`src/rtl/game_state_ctrl.sv`:
```
// Game flow controller: debounced start key, frame-aligned scene changes,
// lives/invulnerability bookkeeping and timed end-screen hold.
module game_state_ctrl #(
  parameter int unsigned LIVES           = 3,
  parameter logic [15:0] DEBOUNCE_CYCLES = 16'd50000,
  parameter logic [7:0]  INVULN_FRAMES   = 8'd60,
  parameter logic [7:0]  HOLD_FRAMES     = 8'd180
) (
  input  logic       clk,
  input  logic       rst_n,
  input  logic       frame_start,
  input  logic       key_start,
  input  logic       hit,
  input  logic       reach_goal,
  output logic [1:0] game_state,
  output logic [1:0] lives,
  output logic       invuln,
  output logic       state_changed
);

  typedef enum logic [1:0] {
    GS_INITIAL = 2'b00,
    GS_RUNNING = 2'b01,
    GS_OVER    = 2'b10,
    GS_SUCCESS = 2'b11
  } gstate_e;

  localparam logic [1:0] LIVES_INIT = 2'(LIVES);

  // ---------------- start key: synchronizer + debounce ----------------
  logic        sync1_q, sync2_q;
  logic [15:0] db_cnt_q, db_cnt_d;
  logic        db_lvl_q, db_lvl_d;
  logic        start_evt;

  always_ff @(posedge clk or negedge rst_n) begin
    if (!rst_n) begin
      sync1_q  <= 1'b0;
      sync2_q  <= 1'b0;
      db_cnt_q <= '0;
      db_lvl_q <= 1'b0;
    end else begin
      sync1_q  <= key_start;
      sync2_q  <= sync1_q;
      db_cnt_q <= db_cnt_d;
      db_lvl_q <= db_lvl_d;
    end
  end

  // Counter runs only while the synchronized level disagrees; any agreement restarts it.
  always_comb begin
    db_cnt_d  = '0;
    db_lvl_d  = db_lvl_q;
    start_evt = 1'b0;
    if (sync2_q != db_lvl_q) begin
      if (db_cnt_q == DEBOUNCE_CYCLES - 16'd1) begin
        db_lvl_d  = sync2_q;
        start_evt = sync2_q;
      end else begin
        db_cnt_d = db_cnt_q + 16'd1;
      end
    end
  end

  // ---------------- game state machine ----------------
  gstate_e    gs_q, gs_d, ns_q, ns_d;
  logic [1:0] lives_q, lives_d;
  logic [7:0] inv_cnt_q, inv_cnt_d;
  logic [7:0] hold_q, hold_d;
  logic       sc_q, sc_d;
  logic       accept;

  always_ff @(posedge clk or negedge rst_n) begin
    if (!rst_n) begin
      gs_q      <= GS_INITIAL;
      ns_q      <= GS_INITIAL;
      lives_q   <= LIVES_INIT;
      inv_cnt_q <= '0;
      hold_q    <= '0;
      sc_q      <= 1'b0;
    end else begin
      gs_q      <= gs_d;
      ns_q      <= ns_d;
      lives_q   <= lives_d;
      inv_cnt_q <= inv_cnt_d;
      hold_q    <= hold_d;
      sc_q      <= sc_d;
    end
  end

  always_comb begin
    gs_d      = gs_q;
    ns_d      = ns_q;
    lives_d   = lives_q;
    inv_cnt_d = inv_cnt_q;
    hold_d    = hold_q;
    // A frame_start resolves any pending request, so events in that cycle
    // are judged against the state being applied.
    accept    = (ns_q == gs_q) || frame_start;

    if (frame_start) begin
      gs_d = ns_q;
      if (inv_cnt_q != 8'd0) inv_cnt_d = inv_cnt_q - 8'd1;
      // Hold expiry applies straight away so the end screen lasts exactly HOLD_FRAMES.
      if (gs_q[1] && hold_q != 8'd0) begin
        hold_d = hold_q - 8'd1;
        if (hold_q == 8'd1) begin
          gs_d = GS_INITIAL;
          ns_d = GS_INITIAL;
        end
      end
    end

    if (accept) begin
      unique case (ns_q)
        GS_INITIAL: begin
          if (start_evt) begin
            ns_d    = GS_RUNNING;
            lives_d = LIVES_INIT;
          end
        end
        GS_RUNNING: begin
          if (reach_goal) begin
            ns_d = GS_SUCCESS;
          end else if (hit && inv_cnt_q == 8'd0 && lives_q != 2'd0) begin
            lives_d = lives_q - 2'd1;
            if (lives_q == 2'd1) ns_d = GS_OVER;
            else                 inv_cnt_d = INVULN_FRAMES;
          end
        end
        default: begin
          if (start_evt) ns_d = GS_INITIAL;
        end
      endcase
    end

    if (ns_d != GS_RUNNING) inv_cnt_d = '0;
    if (!gs_d[1])                  hold_d = '0;
    else if (!gs_q[1])             hold_d = HOLD_FRAMES;

    sc_d = (gs_d != gs_q);
  end

  assign game_state    = gs_q;
  assign lives         = lives_q;
  assign invuln        = (inv_cnt_q != 8'd0);
  assign state_changed = sc_q;

endmodule

```
`config.mk`:
```
export PLATFORM = sky130hd
export DESIGN_NAME = game_state_ctrl
export DESIGN_NICKNAME = d
export VERILOG_FILES = /design/src/rtl/game_state_ctrl.sv
export SDC_FILE = /design/constraint.sdc
export NUM_CORES = 1
export LEC_CHECK = 0
export ABC_CLOCK_PERIOD_IN_PS = 4500
export BUFFER_PORTS_ARGS = -buffer_cell sky130_fd_sc_hd__buf_2
export CAP_MARGIN = 20
export CORE_UTILIZATION = 61
export DETAILED_ROUTE_END_ITERATION = 12
export GPL_TIMING_DRIVEN = 0
export PLACE_DENSITY = 0.8
export SLEW_MARGIN = 20
export SYNTH_ARGS = -nofsm -noshare
export SYNTH_HDL_FRONTEND = slang
export SYNTH_SLANG_ARGS = --single-unit
```
`constraint.sdc`:
```
create_clock -name clk -period 4.5 [get_ports clk]
set_input_delay 0 -clock clk [delete_from_list [all_inputs] [get_ports clk]]
set_output_delay 0 -clock clk [all_outputs]
set_load 0.03 [all_outputs]
```
# ---- Yosys cells after proc, flatten, opt, wreduce, memory -nomap -nowiden
# Cells that the tools add are included.
dict set report classes {
  reduce_logical 13
  n_addsub 4
  muxes 31
  eq_ne 13
}
# op n
set ops {}
lappend ops {{8-bit two-way mux} 12}
lappend ops {{16-bit two-way mux} 2}
lappend ops {{2-bit two-way mux} 13}
lappend ops {{16-bit by 1-bit adder with 16-bit output, second input constant} 1}
lappend ops {{16-bit equality test, second input constant} 1}
lappend ops {{8-bit nonzero test} 2}
lappend ops {{8-bit by 1-bit subtractor with 8-bit output, second input constant} 2}
lappend ops {{8-bit by 1-bit equality test with 1-bit output, second input constant} 1}
lappend ops {{8-bit logical NOT} 1}
lappend ops {{2-bit case mux with 2 select lines} 2}
lappend ops {{2-bit != test, second input constant} 3}
lappend ops {{5-bit AND reduction} 1}
lappend ops {{2-bit by 1-bit equality test with 1-bit output, second input constant} 2}
lappend ops {{2-bit AND reduction} 2}
lappend ops {{2-bit nonzero test} 2}
lappend ops {{1-bit logical AND} 3}
lappend ops {{3-bit by 2-bit != test with 1-bit output, second input constant} 1}
lappend ops {{3-bit != test, second input constant} 1}
lappend ops {{2-bit equality test} 1}
lappend ops {{2-bit logical NOT} 1}
lappend ops {{1-bit two-way mux} 2}
lappend ops {{2-bit by 1-bit != test with 1-bit output, second input constant} 1}
lappend ops {{2-bit != test} 1}
lappend ops {{2-bit by 1-bit subtractor with 2-bit output, second input constant} 1}
lappend ops {{other kinds (2)} 2}
dict set report word_totals {
  register_bits 42
  in_bits 6
  wordCells 71
}

# ---- Logic depth before layout (Yosys ltp)
# Gate-level depths: netlist of run 1.
dict set report logic_depth {
  depth_word 11
  ltp_mapped 12
  depth_no_buf 11
}

# ---- Least setup slack after synthesis of run 1
# OpenSTA, ideal clock, no wires.
dict set report synth_timing {
  path_kind {reg-to-reg}
  start {register hold_q[0]}
  end {register hold_q[4]}
  setup_time_ps 124
  stages_incl_launch_ff 13
  synth_period_minus_slack_ps 2739
  required_time_ps 4376
  setup_slack_ps 1761
  t_arrival_ps 2616
  path_cell_list {dfrtp_1 -> inv_1 -> ha_1 -> nor4b_1 -> nand3_1 -> a31o_2 -> ha_1 -> nor4bb_1 -> a221oi_1 -> clkbuf_1 -> nand3_1 -> a21oi_1 -> nor3_1}
}
dict set report synth_between {
  elab_chain_cells 6
}
# item line
set synth_rtl {}
lappend synth_rtl {{start: declaration} 69} ;# logic [7:0] hold_q, hold_d;
lappend synth_rtl {{start signal: assignment} 86} ;# hold_q <= hold_d;
lappend synth_rtl {{8-bit by 1-bit equality test with 1-bit output / 8-bit nonzero test (equally long branches)} {107, 105}}
lappend synth_rtl {{2-bit two-way mux / 1-bit logical AND (equally long branches)} {107, 105}}
lappend synth_rtl {{2-bit two-way mux (*)} 105} ;# if (gs_q[1] && hold_q != 8'd0) begin
lappend synth_rtl {{2-bit two-way mux (*)} 101} ;# if (frame_start) begin
lappend synth_rtl {{named net gs_d[1]} 66} ;# gstate_e gs_q, gs_d, ns_q, ns_d;
lappend synth_rtl {{3-bit by 2-bit != test with 1-bit output (no line) / 3-bit != test (equally long branches)} n/a}
lappend synth_rtl {{2-bit AND reduction (no line)} n/a}
# Mark *: on every way through the listed nets, which the timed path passes. The rest lies on a longest branch. The select of a mux whose other input is x is not followed.
# A chain may end at the register's enable or synchronous reset.

# ---- Worst setup path after layout of run 1
# Ends and elaborated chain as after synthesis.

==> results of run 1 <==
[cells in the final DEF, fill, tap and decap left out, types with 2 or more instances in the layout]
master,Yosys,layout
and4bb_1,2,2
and3_1,4,4
xnor2_1,10,10
nand3_1,12,12
dlygate4sd3_1,0,2
mux2i_1,2,2
ha_1,8,8
nor2_1,33,33
o21ai_0,6,6
nor4bb_1,2,2
xor2_1,10,10
inv_1,12,12
a211oi_1,5,5
clkbuf_8,0,6
nand2_1,17,17
o31ai_1,2,2
mux2_2,4,4
nor4b_1,3,3
dfstp_2,2,2
clkbuf_1,3,3
a21oi_1,8,8
nor2b_1,4,4
nor3_1,13,13
nand4_1,2,2
nor4_4,2,2
dfrtp_1,40,40
buf_2,2,13
nand2b_1,3,3
[through the flow]
stage	setup slack [ps]	total power, mW
after global routing	1050	1.02
after detailed placement	1440	0.710
after global placement	1450	0.705
final	1410	0.963
after floorplan	1760	0.648
after CTS	1410	0.970
[path summary, 6_finish.rpt]
kind / start / end / cells after the start
min in group asynchronous: rst_n / db_cnt_q[8]$_DFF_PN0_ / 2
worst max register to register: hold_q[0]$_DFFE_PN0P_ / hold_q[4]$_DFFE_PN0P_ / 12
worst max-delay path: hold_q[0]$_DFFE_PN0P_ / hold_q[4]$_DFFE_PN0P_ / 12
worst min-delay path: frame_start / game_state[1]$_DFF_PN0_ / 3
worst min register to register: sync1_q$_DFF_PN0_ / sync2_q$_DFF_PN0_ / 0
max in group asynchronous: rst_n / inv_cnt_q[1]$_DFF_PN0_ / 2
[worst max-delay path: stages, from the launching register on]
cell      delay [ps]
dfrtp_1          390
inv_1             90
ha_1             220
nor4b_1          340
nand3_1          190
a31o_2           320
ha_1             200
nor4bb_1         130
a221oi_1         380
clkbuf_1         390
nand3_1          120
a21oi_1          140
nor3_1            70
[cell families after synthesis]
family | after synthesis
adders and majority gates | 8
muxes | 6
buffers and inverters | 18
xor gates and xnor gates | 20
and+or+nand+nor | 112
DFF | 42
AOI/OAI and AO/OA | 36
[power by group through the flow]
stage                     logic, mW  clock network, mW  registers (mW)
after floorplan               0.173                  0           0.475
after global placement        0.229                  0           0.476
after detailed placement      0.233                  0           0.477
after CTS                     0.235              0.263           0.471
after global routing          0.264              0.278           0.481
final                         0.235              0.256           0.473
[per-layer routing]
layer	part of all wire [%]	wire length (microns)	GRT usage, %	up-vias
met5	0	0	0	-
met4	1.7	80	12.8	0
met3	2.5	114	4.23	8
met2	48	2210	40.9	28
met1	48	2200	34.6	901
li1	-	-	-	894
[repair_timing]
item | 4_1_cts | 5_1_grt
hold buffers | 2 | 0
setup buffers | 0 | 0
endpoints found under the hold margin | 41 | 0
[state kept, by name, summed over array words and instances (netlist names)]
register       cells
db_lvl_q           1
lives              2
state_changed      1
hold_q             8
ns_q               2
db_cnt_q          16
inv_cnt_q          8
sync2_q            1
game_state         2
sync1_q            1
[area by class of cell]
class / count / area [sq um]
buffer: 6 / 32.5
sequential: 42 / 1050
fill: 286 / 1100
tap: 48 / 60.1
inverter: 12 / 45.0
timing repair buffer: 13 / 75.1
multi-input combinational: 182 / 1260
clock buffer: 6 / 82.6
clock inverter: 2 / 12.5
==> out/qor.txt, run 1 <==
Status: finished, final reports clean
Crit share post-route: 68.7%
# rows: 22
H-tree lvl count: 2
Avg Cell Area, Syn: 9.86 sq um
Crit path launch type: register
Min-Delay Path Class: input port to register
CTS sink count: 42
Area growth from synthesis to layout: 9.64%
TNS Setup: 0 ps
Clock power share: 26.6%
Hold slack: 177 ps
# nets final: 276
Die footprint: 4170 sq um
Routed Antenna Nets: 0
CP arrival: 3280 ps
DP Cell Count: 301
Post-synth top cells: dfrtp_1, nor2_1, nand2_1
Initial core utilization: 64.2%
# diodes: 0
Seq/Total Area, Yosys: 44.1%
Fraction of the mapped netlist area in adder cells: 4.19%
Area contributors post-synth: dfrtp_1, nor2_1, ha_1
Final core occ: 70.4%
Placed cell area: 2500 sq um
First-pass GRT wire length: 8220 microns
Fin cells: 311
First drt pass iteration count: 4
Worst EP required: 4690 ps
DP HPWL: 3260 microns
Detailed-route via count: 1831
F_max: 323 MHz
Post-synthesis compound-gate area fraction: 10.7%
Sw power: 0.318 mW
Mux contribution to synthesized area: 2.73%
Vias/cell: 5.89
Largest net degree at the start of global routing: 43
Largest family of logic cells by synthesized area: simple AND/OR/NAND/NOR gates
Fin area: 2620 sq um
WS Path Type: register to register
RSZ-0062 raised after global routing: false
Fraction of layout cells with a size suffix above 1: 15.2%
Reg-to-reg setup timing slack: 1410 ps
Max transition margin: 39.2%
Synth area leader: dfrtp_1
Power share of the sequential group: 49.1%
Max-Cap Viols: 0
CP max FO: 10
Vias in the first global route: 1848
CTS buffer count: 5
Min Tclk post-route: 3090 ps
Post-Synth XOR/XNOR Area: 7.34%
Post-Syn Instances: 242
All-Layer GR Usage: 25.9%
CP endpoint kind: register
Number of synthesized register bits: 42
Combinational group share of total power: 24.3%
Most common cell in the netlist: dfrtp_1
Prevailing post-synth register cell: dfrtp_1
Gpl congestion: 0.829
Final WL: 4610 microns
Synth warnings: 0
CTS tree: yes
Final setup vio count: 0
Post-Synth Simple-Gate Area: 27.6%
Core box area: 3720 sq um
Number of gates resized after CTS: 0
Iteration-0 DRC Markers: 128
Max Slew Vio Count: 0
Clock Tree Buf Depth: 2
P per Cell Area: 368 nW/um^2
Antenna violations before repair: 0
Async SR Flop Fraction: 100%
CTS clk-pin slew, worst paths: 80 ps
Worst slew pin tran: 911 ps
Post-Syn Nets: 256
Io pins: 12
Sw Share: 33.0%
Final Skew: 8.52 ps
Max VDD drop: 0.309 mV
Int Power: 0.645 mW
Final hold vios: 0
Die H: 64.6 microns
DRC: 0
Top-area cell type share of the netlist area: 41.9%
Clk root buf: clkbuf_8
Post-synthesis cell type count: 57
Mapped Area: 2390 sq um
PortBufs: 11
Chip width: 64.6 microns
Clock latency at the later pin of the worst-skew pair: 300 ps
Routed WL per cell: 14.8 microns
LEAKAGE: 1.15 nW
GR Overflow Total: 0
Post-synth EDFFs: 0
Power figures use the tool's default switching activity.
==> run 2: changes to the inputs <==
Settings changed: ABC_AREA set to 1, ABC_CLOCK_PERIOD_IN_PS 4500 to 3100.
Clock period 4.5 ns to 3.1 ns, I/O delays scaled along.
==> run 2 against run 1 <==
Count of clock-buffer cells in the layout did not move. Non-clock buffer count shrank 3. Utilization grew 1.2 points.
==> out/qor.txt, run 2 <==
Post-synthesis cell type count: 34
GRT met2 Usage: 43.5%
# rows: 22
Core box area: 3800 sq um
Number of synthesized register bits: 42
Top-area cell type share of the netlist area: 40.2%
Seq/Total Area, Yosys: 42.3%
Max VDD drop: 0.353 mV
Synth warnings: 0
Routed WL per cell: 11.4 microns
CTS clk-pin slew, worst paths: 80 ps
Largest regs: db_cnt_q (16), hold_q (8), inv_cnt_q (8)
Async SR Flop Fraction: 100%
Min Tclk post-route: 2270 ps
Largest net degree at the start of global routing: 43
F_max: 441 MHz
Die footprint: 4340 sq um
All-Layer GR Usage: 24.6%
PortBufs: 11
Most used routing layer in global routing: met2
Fraction of layout cells with a size suffix above 1: 17.0%
Critical Path Max Stage Delay: 360 ps
Min-Delay Path Class: input port to register
LEAKAGE: 1.34 nW
Detailed-route via count: 2090
Synth area leader: dfrtp_1
# diodes: 0
CTS buffer count: 5
Mapped Area: 2490 sq um
DP HPWL: 3290 microns
Most frequent cells in the layout: nand2_1, inv_1, nor2_1
Prevailing post-synth register cell: dfrtp_1
RSZ-0062 raised after global routing: false
CP endpoint kind: register
Post-Syn Nets: 341
Leading cell type in the layout, fill and taps excluded: nand2_1
Max transition margin: 38.5%
Antenna violations before repair: 0
Largest delay share family, worst path: simple AND/OR/NAND/NOR gates
Area growth from synthesis to layout: 9.24%
Worst slew pin tran: 923 ps
Die H: 65.9 microns
WP buf/inv: 2
Max reg flops: 16
CP max stage cell: dfrtp_1
Most frequent CP cell: nand3_1
CTS sink count: 42
Status: finished, final reports clean
Clock latency at the later pin of the worst-skew pair: 300 ps
CP max FO: 10
Post-synth top cells: nand2_1, inv_1, nor2_1
DRC: 0
Clk root buf: clkbuf_8
Post-synth EDFFs: 0
M3 GR Usage: 4.14%
Fin area: 2720 sq um
Post-Syn Instances: 327
Vias in the first global route: 2046
Area contributors post-synth: dfrtp_1, nand2_1, inv_1
Reg with most FFs: db_cnt_q
# nets final: 361
Final WL: 4530 microns
Iteration-0 DRC Markers: 146
Placed cell area: 2610 sq um
Crit path launch type: register
Max Slew Vio Count: 0
Final setup vio count: 0
CP arrival: 2480 ps
Io pins: 12
TNS Setup: 0 ps
WS Path Type: register to register
Final core occ: 71.6%
First drt pass iteration count: 4
Final Skew: 10.8 ps
Clock Tree Buf Depth: 2
H-tree lvl count: 2
Routed Antenna Nets: 0
Most common cell in the netlist: nand2_1
GR Overflow Total: 0
CTS tree: yes
CP cell instances: inv_1 > ha_1 > nand2_1 > nor2_1 > nand3_1 > nand3_1 > nand2_1 > ha_1 > a21oi_2 > buf_2 > nand3_1 > o21ai_0
Crit share post-route: 73.2%
Worst EP required: 3310 ps
P per Cell Area: 678 nW/um^2
Final hold vios: 0
Gpl congestion: 0.802
Routing usage on met1: 29.0%
Vias/cell: 5.28
Avg Cell Area, Syn: 7.62 sq um
Initial core utilization: 65.6%
Chip width: 65.9 microns
Max-Cap Viols: 0
First-pass GRT wire length: 8220 microns
## run 2: final cells by class
type,count,area [sq um]
plain buffers,3,15.0
clock buffers,6,82.6
clock inverters,2,12.5
fillers,313,1080
inverters,50,190
multi-input cells,232,1230
flip-flops and latches,42,1050
well taps,48,60.1
repair buffers,13,75.1
## run 2: what timing repair did
item                                    4_1_cts  5_1_grt
gates resized for setup                       0        0
hold endpoints to repair                     41        0
hold buffers                                  2        0
endpoints found under the setup margin        0        0
setup buffers                                 0        0
## run 2: path summary, 6_finish.rpt
kind / start / to / slack, ps / depth (start not counted)
setup / recovery: hold_q[1]$_DFFE_PN0P_ / hold_q[1]$_DFFE_PN0P_ / 830 / 12
hold / removal: frame_start / game_state[0]$_DFF_PN0_ / 120 / 5
setup reg to reg: hold_q[1]$_DFFE_PN0P_ / hold_q[1]$_DFFE_PN0P_ / 830 / 12
hold reg to reg: sync1_q$_DFF_PN0_ / sync2_q$_DFF_PN0_ / 370 / 0
max in group asynchronous: rst_n / db_cnt_q[9]$_DFF_PN0_ / 2150 / 2
min in group asynchronous: rst_n / hold_q[5]$_DFFE_PN0P_ / 370 / 2
## run 2: where the power goes
group | leakage [nW] | internal (mW) | switching [mW]
clock network | 0.0472 | 0.179 | 0.196
registers | 0.557 | 0.649 | 0.0836
logic | 0.740 | 0.248 | 0.489
## run 2: through the flow
step / std cells / hold WS [ps] / worst slack (ps) / power (mW)
2_1_floorplan: 327 / -296 / 1190 / 1.30
3_3_place_gp: 386 / 111 / 894 / 1.44
3_5_place_dp: 386 / 113 / 872 / 1.47
4_1_cts: 396 / 106 / 846 / 1.86
5_1_grt: 396 / 147 / 534 / 2.00
6_report: 396 / 116 / 832 / 1.85
## run 2: worst min-delay path, cell delays in order
cell     delay, ps
buf_2          100
nand2_1         50
inv_1           40
nand2_1         90
o21ai_0         90
## run 2: logic make-up after synthesis
logic type,after synthesis,share of synthesized area (%)
adders and majority gates,8,4.02
AOI/OAI and AO/OA,39,8.89
xor gates and xnor gates,9,3.16
DFF,42,42.3
and+or+nand+nor,176,33.4
buffers and inverters,53,8.24
## run 2: metal layers
layer  share of wire, %  wire (microns)  up-vias
li1                   -               -     1074
met1                 47            2140      976
met2                 49            2200       35
met3                2.8             126        5
met4                1.2              53        0
met5                  0               0        -
